### config.mk
export PLATFORM = sky130hd
export DESIGN_NAME = cvt_arbiter
export DESIGN_NICKNAME = d
export VERILOG_FILES = /design/src/rtl/cvt_arbiter_pkg.sv /design/src/rtl/rr_picker.sv /design/src/rtl/cvt_arbiter.sv
export SDC_FILE = /design/constraint.sdc
export NUM_CORES = 1
export LEC_CHECK = 0
export CAP_MARGIN = 20
export CORE_MARGIN = 10
export CORE_UTILIZATION = 38
export DETAILED_ROUTE_END_ITERATION = 6
export GPL_TIMING_DRIVEN = 0
export PLACE_DENSITY_LB_ADDON = 0.1
export SYNTH_ARGS = -nofsm -noshare
export SYNTH_HDL_FRONTEND = slang
export SYNTH_SLANG_ARGS = --single-unit
### constraint.sdc
create_clock -name clk -period 10.8 [get_ports clk]
set_clock_uncertainty 0.2 [all_clocks]
set_input_delay 3.24 -clock clk [delete_from_list [all_inputs] [get_ports clk]]
set_output_delay 3.24 -clock clk [all_outputs]
set_load 0.02 [all_outputs]
### src/rtl/cvt_arbiter_pkg.sv
// Shared types and constants for the converter arbiter: data width, requester
// limits, the in-flight tag carried alongside each conversion, and float format.
package cvt_arbiter_pkg;

  localparam int DATA_W    = 32;
  localparam int NREQ_MAX  = 8;
  localparam int TAG_IDX_W = $clog2(NREQ_MAX);

  localparam int FP_EXP_W  = 8;
  localparam int FP_MANT_W = 23;
  localparam int FP_BIAS   = 127;

  typedef struct packed {
    logic                 valid;
    logic [TAG_IDX_W-1:0] idx;
  } tag_t;

endpackage

### src/rtl/rr_picker.sv
// Combinational round-robin search: first set request at or after ptr_i,
// wrapping modulo NREQ. Reports a one-hot grant, its index and whether any hit.
module rr_picker #(
  parameter int NREQ = 4,
  parameter int PW   = $clog2(NREQ)
) (
  input  logic [NREQ-1:0] req_i,
  input  logic [PW-1:0]   ptr_i,
  output logic [NREQ-1:0] gnt_o,
  output logic [PW-1:0]   idx_o,
  output logic            any_o
);

  logic [PW-1:0] cand;

  // NOTE: every output gets a default before the search so no path through
  // the loop can leave one unassigned, which would otherwise infer a latch.
  always_comb begin
    gnt_o = '0;
    idx_o = '0;
    any_o = 1'b0;
    cand  = '0;
    for (int k = 0; k < NREQ; k++) begin
      cand = PW'((int'(ptr_i) + k) % NREQ);
      if (!any_o && req_i[cand]) begin
        any_o       = 1'b1;
        gnt_o[cand] = 1'b1;
        idx_o       = cand;
      end
    end
  end

endmodule

### src/rtl/cvt_arbiter.sv
// Round-robin arbiter sharing one pipelined int_to_fp converter among NREQ
// requesters; a tag pipeline routes each result back to its issuer.
module cvt_arbiter
  import cvt_arbiter_pkg::*;
#(
  parameter int NREQ = 4,
  parameter int LAT  = 3,
  parameter int W    = DATA_W
) (
  input  logic            clk,
  input  logic            reset,
  input  logic [NREQ-1:0] req_valid,
  input  logic [NREQ*W-1:0] req_int,
  output logic [NREQ-1:0] req_ready,
  input  logic            hold,
  output logic [W-1:0]    cvt_int,
  input  logic [W-1:0]    cvt_fp,
  output logic [NREQ-1:0] rsp_valid,
  output logic [W-1:0]    rsp_fp,
  output logic            idle
);

  localparam int PW = $clog2(NREQ);

  logic [PW-1:0]   rr_ptr_q, rr_ptr_d;
  logic [W-1:0]    cvt_int_q, cvt_int_d;
  tag_t            tag_q [LAT];
  tag_t            tag0_d;

  logic [NREQ-1:0] pick_gnt;
  logic [PW-1:0]   pick_idx;
  logic            pick_any;
  logic            fire;

  rr_picker #(
    .NREQ (NREQ),
    .PW   (PW)
  ) u_picker (
    .req_i (req_valid),
    .ptr_i (rr_ptr_q),
    .gnt_o (pick_gnt),
    .idx_o (pick_idx),
    .any_o (pick_any)
  );

  // Reset and hold both suppress grants in the same cycle they are high.
  assign fire      = pick_any & ~hold & ~reset;
  assign req_ready = fire ? pick_gnt : '0;

  always_comb begin
    rr_ptr_d  = rr_ptr_q;
    cvt_int_d = cvt_int_q;
    tag0_d    = '0;
    if (fire) begin
      for (int i = 0; i < NREQ; i++) begin
        if (pick_gnt[i]) cvt_int_d = req_int[i*W +: W];
      end
      rr_ptr_d     = (pick_idx == PW'(NREQ - 1)) ? '0 : pick_idx + PW'(1);
      tag0_d.valid = 1'b1;
      tag0_d.idx   = TAG_IDX_W'(pick_idx);
    end
  end

  // NOTE: registers use non-blocking assignments so every stage samples the
  // pre-edge value of its neighbour and the tag shift is order-independent.
  always_ff @(posedge clk) begin
    if (reset) begin
      rr_ptr_q  <= '0;
      cvt_int_q <= '0;
      for (int s = 0; s < LAT; s++) tag_q[s] <= '0;
    end else begin
      rr_ptr_q  <= rr_ptr_d;
      cvt_int_q <= cvt_int_d;
      tag_q[0]  <= tag0_d;
      for (int s = 1; s < LAT; s++) tag_q[s] <= tag_q[s-1];
    end
  end

  // The last tag stage lines up with the converter output for its operand.
  always_comb begin
    rsp_valid = '0;
    if (tag_q[LAT-1].valid) rsp_valid = NREQ'(1) << tag_q[LAT-1].idx;
  end

  always_comb begin
    idle = 1'b1;
    for (int s = 0; s < LAT; s++) begin
      if (tag_q[s].valid) idle = 1'b0;
    end
  end

  assign cvt_int = cvt_int_q;
  assign rsp_fp  = cvt_fp;

endmodule

==> results.txt <==
- TritonCTS built the clock tree.
* Diode insertion count for antenna repair: 0
- Maximum number of pins on one net before global-route repair: 15
- The tightest min-delay check is of the flop to flop type.
- The initial antenna violation count came to 0.
* Area of the core: 8340 um2
* Proportion of synthesized flip-flops having asynchronous set or reset: 0%
* Number of synthesized flops with an enable pin: 0
- The via count of the first global-routing pass came to between 4000 and 5000.
- CTS clk-pin slew, worst paths: 0.08 ns
- Critical Path Fanout Max: 10
- Summed over all nets, the switching power comes to approximately 550 uW.
* Number of nets in the finished design: about 800
- Number of setup buffers added after CTS: 0
* Number of synthesized register bits: between 40 and 50
- Summing all flip-flop and latch instances after layout gives roughly 860 um2.
- In the routed layout, each cell is associated on average with a via count of roughly 5.2.
* Primary FF master, synth: dfxtp_1
- The die is 113 um wide.
- In this run the power density over the cells is between 200 and 250 nW/um2.
- The routed design has 14.0 mm of wire.
- Data arrives at the worst endpoint at 6.34 ns.
* Final critical-path setup slack: 1.02 ns
- The post-route netlist has between 10% and 20% of its cells at a drive strength greater than 1.
- Sequential element share of the synthesized area: between 20% and 30%
- Max incr delay on CP: roughly 0.56 ns
- Setup violations remaining at the end of the flow were counted as 0.
* Share of power burned in registers: a little under a fifth
- The internal portion of the total power is approximately 640 uW.
- Number of buffers added on ports: about 210
- Adding up every negative setup slack in the final design gives 0 ns.
- Via count: around 3900
* First-pass GRT wire length: about 22 mm
- After detailed routing, the average wire length per cell comes to between 15 and 20 um.
- GRT Residual Overflow: 0
- Starting DRC count in detailed routing: between 150 and 200
- DIE HEIGHT: approximately 110 um
* CP Data Required Time: 7.36 ns
* Max Cap Viol: 0
- The final number of hold-violating endpoints came to 0.
* TritonCTS buffer count: 5
* Remaining number of nets flagged by the antenna check after routing: 0
* Row cnt: 33
- Total GRT Usage: between 20% and 30%
* Maximum achievable frequency: ~0.10 GHz
* Outcome: finished, final reports clean
* Worst-case clock buffer depth: 2
* Number of instances in the synthesized netlist: approximately 420
- Kind of end point of the critical path: output pin
* Clock group share of total power: 10.7%
- Max transition margin: between 50% and 60%
- Area growth from synthesis to layout: 69.6%
- Logic gate share of total power: between 70% and 80%
- Mean instance size in the synthesized netlist: 7.90 um2
- Clock latency on the worst-skew pair, taken at its later pin, is between 0.2 and 0.3 ns.
- Worst ir drop on vdd: between 0.09 and 0.1 mV
* Die area: roughly 13000 um2
- The root buffer cell chosen for the clock tree is clkbuf_8.
* Sw Share: 45.9%
- Warning count from the yosys run: 0
* Count of cell types in the netlist: 47
- Final cycle utilization of the critical path: 90.5%
* Count of hold-fix buffers inserted at cts: 0
- Final Util: 67.4%
* List of cells traversed by the critical path: clkdlybuf4s50_1 -> buf_4 -> nor2b_1 -> mux4_2 -> and2_1 -> a221oi_4 -> buf_6 -> clkbuf_1 -> nor2_1 -> clkdlybuf4s50_1
- Starting Density: 39.7%
- The multi-input combinational cells in the finished layout cover a total of 1990 um2.
- At the pin with the least slew margin, the transition time is between 0.7 and 0.8 ns.
- Max Slew Vio Count: 0
- Startpoint type of the worst setup path: input pin
* Most frequent cells in the layout: clkdlybuf4s50_1, nand2_1, nor2_1
- Post-Synthesis Cell Area: between 3000 and 4000 um2
- Prior to clock tree synthesis, the placed netlist has a worst setup slack of slightly above 1 ns.
* DRC violations left: 0
* Most common cell after layout, fill and taps aside: clkdlybuf4s50_1
* Number of detailed-route iterations in the first pass: 4
* Sink Count: 43
* Final worst path period need: between 9 and 10 ns
* I/O pin count: 240
* Post-Synthesis Net Count: about 590
* RSZ-0062 raised after global routing: no
- H-tree levels: 2
* Filler Cell Count: slightly above 700
- P_leak: just over 2 nW
- RePlAce Congestion: roughly 0.84
* Post-CTS sizing: 0
* Start-to-end type of the worst setup path: input pin to output pin
- Most common cell type on the critical path: clkdlybuf4s50_1
- Cell with the biggest individual delay on the critical path: clkdlybuf4s50_1
- Placed wire-length estimate: ~11 mm
## power groups by stage
stage                     registers, mW  logic [mW]  clock network, mW
final                             0.221       0.842              0.127
after global routing              0.227       0.922              0.136
after CTS                         0.221       0.848              0.130
after detailed placement          0.225       0.846                  0
after global placement            0.224       0.832                  0
after floorplan                   0.265       0.529                  0
## sequential cells by signal (all words and copies together), names as in the netlist, named ones only
| name | cells |
|---|---|
| cvt_int | 32 |
| tag_q | 9 |
| rr_ptr_q | 1 |
## final cells by class
type,instances,area share [%]
clock buffers,5,1.22
multi-input cells,303,35.5
plain buffers,68,7.80
inverters,5,0.334
well taps,105,2.34
clock inverters,3,0.780
flip-flops and latches,43,15.3
repair buffers,206,36.7
## kinds of logic (layout without fill, tap and decap cells)
logic type / after synthesis / in the layout / synth area share [%]
and+or+nand+nor: 175 / 175 / 22.2
AOI/OAI and AO/OA: 116 / 116 / 32.9
buffers and inverters: 73 / 287 / 13.8
DFF: 43 / 43 / 26.0
muxes: 6 / 6 / 2.98
adders and majority gates: 5 / 5 / 1.89
xor gates and xnor gates: 1 / 1 / 0.264
## routing by layer
layer	wire [um]	GRT usage (%)	part of all wire (%)
met5	0	0	0
met4	148	4.82	1.1
met3	1350	8.08	9.6
met2	6920	36.0	49
met1	5580	22.4	40
## synth_stat cells (2+ instances only)
library cell / instances / area share [%]
a221oi_4: 2 / 1.6
a22o_1: 3 / 0.79
a311oi_1: 11 / 2.9
a311oi_2: 21 / 9.5
a31o_1: 29 / 7.7
a31o_2: 3 / 0.79
and3_1: 2 / 0.38
buf_2: 11 / 1.7
buf_4: 35 / 7.9
buf_6: 5 / 1.7
clkbuf_1: 16 / 1.8
dfxtp_1: 43 / 26
ha_1: 5 / 1.9
inv_1: 5 / 0.57
mux2i_1: 2 / 0.60
mux4_2: 3 / 2.0
nand2_1: 101 / 11
nand3_1: 2 / 0.30
nor2_1: 46 / 5.2
nor2b_1: 11 / 2.1
nor3_1: 2 / 0.30
nor4_1: 2 / 0.38
o21a_1: 2 / 0.45
o21ai_0: 12 / 1.8
o21ai_1: 22 / 3.3
or3_1: 2 / 0.38
## worst paths after layout
check	cells after the start	endpoint	slack (ns)	from
hold reg to reg	1	tag_q[0][4]	0.24	tag_q[0][0]
hold / removal	1	tag_q[0][4]	0.24	tag_q[0][0]
setup reg to reg	12	cvt_int[12]	6.93	flop
setup / recovery	10	req_ready[2]	1.02	req_valid[3]
## through the flow
stage	area, um2	power [mW]	std cells	hold slack (ns)
2_1_floorplan	3310	0.794	419	0.214
3_3_place_gp	5510	1.06	730	0.219
3_5_place_dp	5510	1.07	730	0.226
4_1_cts	5620	1.20	738	0.244
5_1_grt	5620	1.28	738	0.254
6_report	5620	1.19	738	0.242
## worst max-delay path, delay by kind of cell
family	cells	cell delay, ns
muxes	1	0.48
buffers and inverters	5	1.75
and+or+nand+nor	3	0.52
AOI/OAI and AO/OA	1	0.34
No activity file was read; power rests on OpenSTA's default activity.
